[config.mk]
export PLATFORM = sky130hd
export DESIGN_NAME = rf_write_arbiter_flat
export DESIGN_NICKNAME = d
export VERILOG_FILES = /design/src/rtl/rf_write_arbiter_if.sv /design/src/rtl/rf_write_arbiter.sv /design/src/flat_wrapper.sv
export SDC_FILE = /design/constraint.sdc
export NUM_CORES = 1
export LEC_CHECK = 0
export BUFFER_PORTS_ARGS = -buffer_cell sky130_fd_sc_hd__buf_2
export CAP_MARGIN = 20
export CORE_MARGIN = 5
export CORE_UTILIZATION = 38
export CTS_CLUSTER_DIAMETER = 200
export CTS_CLUSTER_SIZE = 20
export DETAILED_ROUTE_END_ITERATION = 6
export PLACE_DENSITY = 0.71
export SKIP_LAST_GASP = 1
export SLEW_MARGIN = 20
export SYNTH_ARGS = -nofsm -noshare
export SYNTH_HDL_FRONTEND = slang
export SYNTH_SLANG_ARGS = --single-unit
[constraint.sdc]
create_clock -name clk -period 1.3 [get_ports clk]
set_input_delay 0.13 -clock clk [delete_from_list [all_inputs] [get_ports clk]]
set_output_delay 0.13 -clock clk [all_outputs]
set_load 0.01 [all_outputs]
[src/rtl/rf_write_arbiter_if.sv]
// Register-file write port bundle: WB and MC requests in, arbitrated write out.
// master drives the requests, slave is the arbiter.
interface rf_write_arbiter_if #(
    parameter int DW = 32,
    parameter int AW = 5
) ();
    logic          wb_en;
    logic [AW-1:0] wb_dest;
    logic [DW-1:0] wb_val;
    logic          mc_valid;
    logic [AW-1:0] mc_dest;
    logic [DW-1:0] mc_val;
    logic          mc_ready;
    logic          pipe_stall;
    logic          rf_write_en;
    logic [AW-1:0] rf_dest;
    logic [DW-1:0] rf_write_val;

    modport master (
        output wb_en, wb_dest, wb_val, mc_valid, mc_dest, mc_val,
        input  mc_ready, pipe_stall, rf_write_en, rf_dest, rf_write_val
    );

    modport slave (
        input  wb_en, wb_dest, wb_val, mc_valid, mc_dest, mc_val,
        output mc_ready, pipe_stall, rf_write_en, rf_dest, rf_write_val
    );
endinterface

[src/rtl/rf_write_arbiter.sv]
// Shares the register-file write port between WB (always wins) and a multi-cycle unit.
// Latency 1 to rf_write_*; MC waits via mc_ready, long MC starvation raises pipe_stall.
// Backpressure: mc_ready is combinational; WB is never refused.
module rf_write_arbiter #(
    parameter int STARVE_MAX = 4,
    parameter int DW         = 32,
    parameter int AW         = 5
) (
    input  logic               clk,
    input  logic               rst,
    rf_write_arbiter_if.slave  bus
);
    localparam int CW = $clog2(STARVE_MAX + 1);

    typedef enum logic {NORMAL, STALL} state_t;

    state_t        state_q, state_d;
    logic [CW-1:0] cnt_q, cnt_d;
    logic          blocked;
    logic          accept;

    assign bus.mc_ready   = bus.mc_valid & ~bus.wb_en & rst;
    assign blocked        = bus.mc_valid & bus.wb_en;
    assign accept         = bus.mc_valid & bus.mc_ready;
    assign bus.pipe_stall = (state_q == STALL);

    always_comb begin
        cnt_d   = '0;
        state_d = state_q;
        if (blocked) begin
            cnt_d = (cnt_q == CW'(STARVE_MAX)) ? cnt_q : cnt_q + CW'(1);
        end
        case (state_q)
            NORMAL: begin
                if (blocked && (cnt_q == CW'(STARVE_MAX - 1))) state_d = STALL;
            end
            STALL: begin
                // WB keeps winning while stalled; only a drain or a withdrawn request exits.
                if (accept || !bus.mc_valid) state_d = NORMAL;
            end
            default: state_d = NORMAL;
        endcase
    end

    always_ff @(posedge clk) begin
        if (!rst) begin
            state_q          <= NORMAL;
            cnt_q            <= '0;
            bus.rf_write_en  <= 1'b0;
            bus.rf_dest      <= '0;
            bus.rf_write_val <= '0;
        end else begin
            state_q         <= state_d;
            cnt_q           <= cnt_d;
            bus.rf_write_en <= 1'b0;
            // A winner targeting register 0 is consumed but never written.
            if (bus.wb_en) begin
                bus.rf_dest      <= bus.wb_dest;
                bus.rf_write_val <= bus.wb_val;
                bus.rf_write_en  <= (bus.wb_dest != '0);
            end else if (accept) begin
                bus.rf_dest      <= bus.mc_dest;
                bus.rf_write_val <= bus.mc_val;
                bus.rf_write_en  <= (bus.mc_dest != '0);
            end
        end
    end
endmodule

[src/flat_wrapper.sv]
// flat-port wrapper written by rule: the top's interface ports become plain ports
module rf_write_arbiter_flat 
#(
    parameter int STARVE_MAX = 4,
    parameter int DW         = 32,
    parameter int AW         = 5
)
  (clk, rst, bus_wb_en, bus_wb_dest, bus_wb_val, bus_mc_valid, bus_mc_dest, bus_mc_val, bus_mc_ready, bus_pipe_stall, bus_rf_write_en, bus_rf_dest, bus_rf_write_val);
  rf_write_arbiter_if #(.DW(DW), .AW(AW)) bus_i ();
  input  logic clk;
  input  logic rst;
  input wire logic [$bits(bus_i.wb_en)-1:0] bus_wb_en;
  input wire logic [$bits(bus_i.wb_dest)-1:0] bus_wb_dest;
  input wire logic [$bits(bus_i.wb_val)-1:0] bus_wb_val;
  input wire logic [$bits(bus_i.mc_valid)-1:0] bus_mc_valid;
  input wire logic [$bits(bus_i.mc_dest)-1:0] bus_mc_dest;
  input wire logic [$bits(bus_i.mc_val)-1:0] bus_mc_val;
  output wire logic [$bits(bus_i.mc_ready)-1:0] bus_mc_ready;
  output wire logic [$bits(bus_i.pipe_stall)-1:0] bus_pipe_stall;
  output wire logic [$bits(bus_i.rf_write_en)-1:0] bus_rf_write_en;
  output wire logic [$bits(bus_i.rf_dest)-1:0] bus_rf_dest;
  output wire logic [$bits(bus_i.rf_write_val)-1:0] bus_rf_write_val;
  assign bus_i.wb_en = bus_wb_en;
  assign bus_i.wb_dest = bus_wb_dest;
  assign bus_i.wb_val = bus_wb_val;
  assign bus_i.mc_valid = bus_mc_valid;
  assign bus_i.mc_dest = bus_mc_dest;
  assign bus_i.mc_val = bus_mc_val;
  assign bus_mc_ready = bus_i.mc_ready;
  assign bus_pipe_stall = bus_i.pipe_stall;
  assign bus_rf_write_en = bus_i.rf_write_en;
  assign bus_rf_dest = bus_i.rf_dest;
  assign bus_rf_write_val = bus_i.rf_write_val;
  rf_write_arbiter #(.STARVE_MAX(STARVE_MAX), .DW(DW), .AW(AW)) u_core (.clk(clk), .rst(rst), .bus(bus_i));
endmodule
## Word-level counts from Yosys, hierarchy flattened

Index checks and enable logic that the tools add are counted.

| cells by class | value |
|---|---|
| $mul | 0 |
| bitwise operators | 6 |
| equal/unequal tests | 2 |
| reductions and logical operators | 7 |
| shifts and indexed selects | 0 |
| divide/modulo/power cells | 0 |
| multiplexer cells | 9 |
| magnitude comparators | 0 |
| $add $sub $neg | 1 |

Operators with widths:

| cell | count |
|---|---|
| 2-to-1 mux 32 bit | 2 |
| 2-to-1 mux 5 bit | 2 |
| nonzero test 5 bit | 2 |
| AND 1 bit | 4 |
| 2-to-1 mux 1 bit | 4 |
| adder 3 x 1 -> 3 bit, second input constant | 1 |
| equality test 3 x 2 -> 1 bit, second input constant | 1 |
| equality test 3 bit, second input constant | 1 |
| inverter 1 bit | 2 |
| case mux 1 bit (2 select lines) | 1 |
| AND reduction 2 bit | 1 |
| nonzero test 2 bit | 1 |
| logical AND 1 bit | 1 |
| logical NOT 1 bit | 1 |
| logical OR 1 bit | 1 |

| storage, ports and cells | value |
|---|---|
| latch bits | 0 |
| memory bits (writable) | 0 |
| output and inout port bits | 40 |
| ROM bits | 0 |
| register bits after elaboration | 42 |
| memories | 0 |
| word-level logic and storage cells | 30 |
| input bits | 78 |

## Depth between registers and ports, before layout

| depth | value |
|---|---|
| depth in word-level cells | 7 |
| mapped depth | 6 |
| depth with buffers taken out | 5 |

## Least setup slack after synthesis

OpenSTA, ideal clock, no wires.

| timing path | value |
|---|---|
| path kind | input-to-reg |
| start | input port bus_wb_dest[2] |
| end | register u_core.bus.rf_write_en |
| path slack | 308 ps |
| required time | 1,175 ps |
| library setup time | 125 ps |
| stages | 3 |
| path buffers | 0 |
| data arrival time | 867 ps |
| path through | or4_1 o211ai_1 o31ai_1 |

| on the way | value |
|---|---|
| word-level cells in the longest chain between the ends | 2 |

RTL lines:

| what | line | text |
|---|---|---|
| start: declaration | flat_wrapper.sv:13 | `input wire logic [$bits(bus_i.wb_dest)-1:0] bus_wb_dest;` |
| nonzero test 5 bit | rf_write_arbiter.sv:60 | `bus.rf_write_en <= (bus.wb_dest != '0);` |
| 2-to-1 mux 1 bit | rf_write_arbiter.sv:57 | `if (bus.wb_en) begin` |
| end signal: assignment | rf_write_arbiter.sv:60 |  |
| end signal: assignment | rf_write_arbiter.sv:64 | `bus.rf_write_en <= (bus.mc_dest != '0);` |
| end: declaration | rf_write_arbiter_if.sv:26 | `output mc_ready, pipe_stall, rf_write_en, rf_dest, rf_write_val` |

No other way between the ends.
A chain may end at the register's enable or synchronous reset.

## Worst setup path in the final report

| timing path | value |
|---|---|
| start | register u_core.cnt_q[0] |
| end | register u_core.cnt_q[0] |

| on the way | value |
|---|---|
| word-level cells in the longest chain between the ends | 1 |
| elaborated cells on any way between the ends | 2 |
| those cells by class | add/sub (1); eq/ne (1) |

RTL lines:

| what | line | text |
|---|---|---|
| start: declaration | rf_write_arbiter.sv:18 | `logic [CW-1:0] cnt_q, cnt_d;` |
| start signal: assignment | rf_write_arbiter.sv:54 | `cnt_q <= cnt_d;` |
| adder 3 x 1 -> 3 bit / equality test 3 bit (equally long branches) | rf_write_arbiter.sv:31 | `cnt_d = (cnt_q == CW'(STARVE_MAX)) ? cnt_q : cnt_q + CW'(1);` |

Parallel ways exist; a longest one is shown, timed or not.

==> impl_metrics.csv <==
group,metric,value,unit
run_status,status,"completed",
clock_network,cts_setup_buffers,0,
timing,hold_ws,0.118,ns
power,p_leak,1.43,nW
logic_synthesis,yosysTopAreaCell,"dfxtp_1",
route,vias_per_cell,4.53,
power,power_frac_comb,19.3,%
timing,worstMarginPinSlew,0.270,ns
power,power_frac_seq,50.7,%
placed_design,gp_congestion,0.764,
placed_design,hpwl,3.82,mm
run,max-cap-violations,0,
logic_synthesis,yosysUniqueCellTypes,20,
clock_network,cts_root_buf,"clkbuf_8",
global_route,grt_pass1_vias,1795,
power,p_sw_share,24.9,%
route,ant_nets,0,
timing,skew,0.00843,ns
final_layout,drive_gt1_share,37.8,%
worst_setup_path,crit_fanout,3,
placed_design,port_buffers,117,
logic_synthesis,yosysSeqAreaShare,41.7,%
worst_setup_path,critPathCaptureType,"flop",
global_route,grt_usage,13.9,%
final_layout,layout_common_cells,"buf_2 (117), dfxtp_1 (42), nand2_1 (40)",
worst_setup_path,crit_chain,"inv_1 -> ha_1 -> nand2_1 -> xnor2_1 -> nor2_1",
route,routed_wl,4.88,mm
worst_setup_path,critPathTopFamily,"flip-flops",
clock_network,cts_tree,"done",
power,p_int,0.00208,W
route,routedWlPerCell,11.8,um
power,vdd_ir_drop_max,0.000457,V
power,switchingPower,0.000690,W
power,power_density,1010,nW/um^2
timing,hold_viol,0,
die,die_area,6860,um^2
clock_network,cts-htree-levels,2,
global_route,grt-ovfl-total,0,
die,die_w,82.8,um
placed_design,dp_cells,406,
final_layout,antenna_cells,0,
timing,fin_ws,0.255,ns
route,vias,1876,
logic_synthesis,syn_nets,312,
final_layout,layout_commonest_cell,"buf_2",
die,start_util,39.2,%
worst_setup_path,max_stage_delay,0.39,ns
die,ioPinCount,118,
timing,setup_tns,0,ns
route,initialDrtViolationCount,37,
timing,rsz0062_at_grt,"no",
logic_synthesis,netlist_area,2020,um^2
clock_network,cts_resized,0,
power,pwr-share-clk,30.0,%
route,drc,0,
timing,period_share,80.4,%
worst_setup_path,crit_buf_inv,1,
final_layout,nNetsFinal,424,
clock_network,cts_buffers,5,
clock_network,clock_latency,0.28,ns
logic_synthesis,yosys_warnings,0,
timing,fin_crit,1.05,ns
worst_setup_path,start_kind,"flop",
clock_network,clk_pin_slew_worst_paths,0.08,ns
logic_synthesis,postSynthAreaPerCell,8.73,um^2
worst_setup_path,critPathRequiredTime,1.48,ns
logic_synthesis,ys_seq_elements,42,
logic_synthesis,synth_top_area_share,41.7,%
global_route,antenna_found_initial,0,
timing,setup_viol,0,
die,core-area,5140,um^2
timing,fmax,957,MHz
worst_setup_path,slowest_stage,"dfxtp_1",
logic_synthesis,synthTopCellsByArea,"dfxtp_1 (42%), mux2i_1 (18%), and2_1 (11%), nand2_1 (7.4%), o21ai_0 (6.2%)",
timing,relSlewSlack,82.0,%
global_route,grt_max_degree,46,
global_route,grt_pass1_wl,8.11,mm
final_layout,fin_util,53.5,%
clock_network,ctsLongestPathBuffers,2,
clock_network,hold_buffers,0,
worst_setup_path,criticalPathCategory,"flop to flop",
final_layout,area_growth,36.5,%
placed_design,place_ws,0.159,ns
logic_synthesis,syn_inst,231,
clock_network,clock_sinks,42,
timing,slew_viol_final,0,
hold_path,min-delay-path-class,"input port to flop",
die,die_h,82.8,um
final_layout,instances_no_fill,414,
die,rows,26,
route,first_pass_iters,4,
worst_setup_path,arrival,1.23,ns
-- power groups by stage --
| stage | clock network [W] | registers, W | logic [W] |
|---|---|---|---|
| final | 0.000831 | 0.00140 | 0.000533 |
| after global routing | 0.000933 | 0.00141 | 0.000598 |
| after CTS | 0.000873 | 0.00140 | 0.000544 |
| after detailed placement | 0 | 0.00143 | 0.000543 |
| after global placement | 0 | 0.00143 | 0.000534 |
| after floorplan | 0 | 0.00147 | 0.000262 |
-- cell families after synthesis --
logic type	synth area share, %
mux	18.4
simple gates	21.1
buf+inv	6.08
xor+xnor	0.435
flops	41.7
fa+ha+maj	1.86
compound gates	10.4
-- cell usage after synthesis --
cell / instances
xnor2_1: 1
and2_1: 37
nand2_1: 40
nor2_1: 5
dfxtp_1: 42
o21ai_0: 25
a21oi_1: 2
ha_1: 3
buf_8: 1
buf_4: 4
or4_1: 2
buf_6: 2
clkbuf_1: 9
o21ai_1: 12
inv_1: 3
o31ai_1: 1
o211ai_1: 1
buf_2: 2
mux2i_1: 37
nand3_1: 2
-- flip-flops by register name (all words and copies together), names as in the netlist --
| signal | cells |
|---|---|
| u_core.bus.rf_write_val | 32 |
| u_core.bus.rf_dest | 5 |
| u_core.cnt_q | 3 |
| u_core.bus.pipe_stall | 1 |
| u_core.bus.rf_write_en | 1 |
-- through the flow --
stage               instance area (um^2)  power [W]
floorplan                           2020    0.00173
global placement                    2660    0.00197
detailed placement                  2660    0.00198
CTS                                 2750    0.00282
global route                        2750    0.00295
finish                              2750    0.00277
-- layout make-up --
class,count,area (um^2)
multi-input cells,168,1050
well taps,70,87.6
flip-flops and latches,42,841
clock buffers,7,86.3
fillers,518,2390
clock inverters,1,5.00
repair buffers,123,668
inverters,3,11.3
-- layer usage --
| layer | global-route usage (%) | wire length [um] | up-vias |
|---|---|---|---|
| li1 | - | - | 989 |
| met1 | 16.0 | 2130 | 818 |
| met2 | 24.5 | 2350 | 65 |
| met3 | 3.76 | 342 | 4 |
| met4 | 4.90 | 56 | 0 |
| met5 | 0 | 0 | - |
-- final timing paths --
kind                            cells after the start                              from                                end  slack (ns)
worst max-delay path                                5      u_core.cnt_q[0]$_SDFFE_PN0P_       u_core.cnt_q[0]$_SDFFE_PN0P_        0.25
worst min-delay path                                3                    bus_wb_dest[3]  u_core.bus.rf_write_en$_SDFF_PN0_        0.12
worst max register to register                      5      u_core.cnt_q[0]$_SDFFE_PN0P_       u_core.cnt_q[0]$_SDFFE_PN0P_        0.25
worst min register to register                      2  u_core.bus.pipe_stall$_SDFF_PN0_   u_core.bus.pipe_stall$_SDFF_PN0_        0.48
-- worst min-delay path, delay by kind of cell --
family,cells,cell delay [ns]
buffers and inverters,1,0.09
AO/OA/AOI/OAI,2,0.15
No activity file was read; power rests on OpenSTA's default activity.
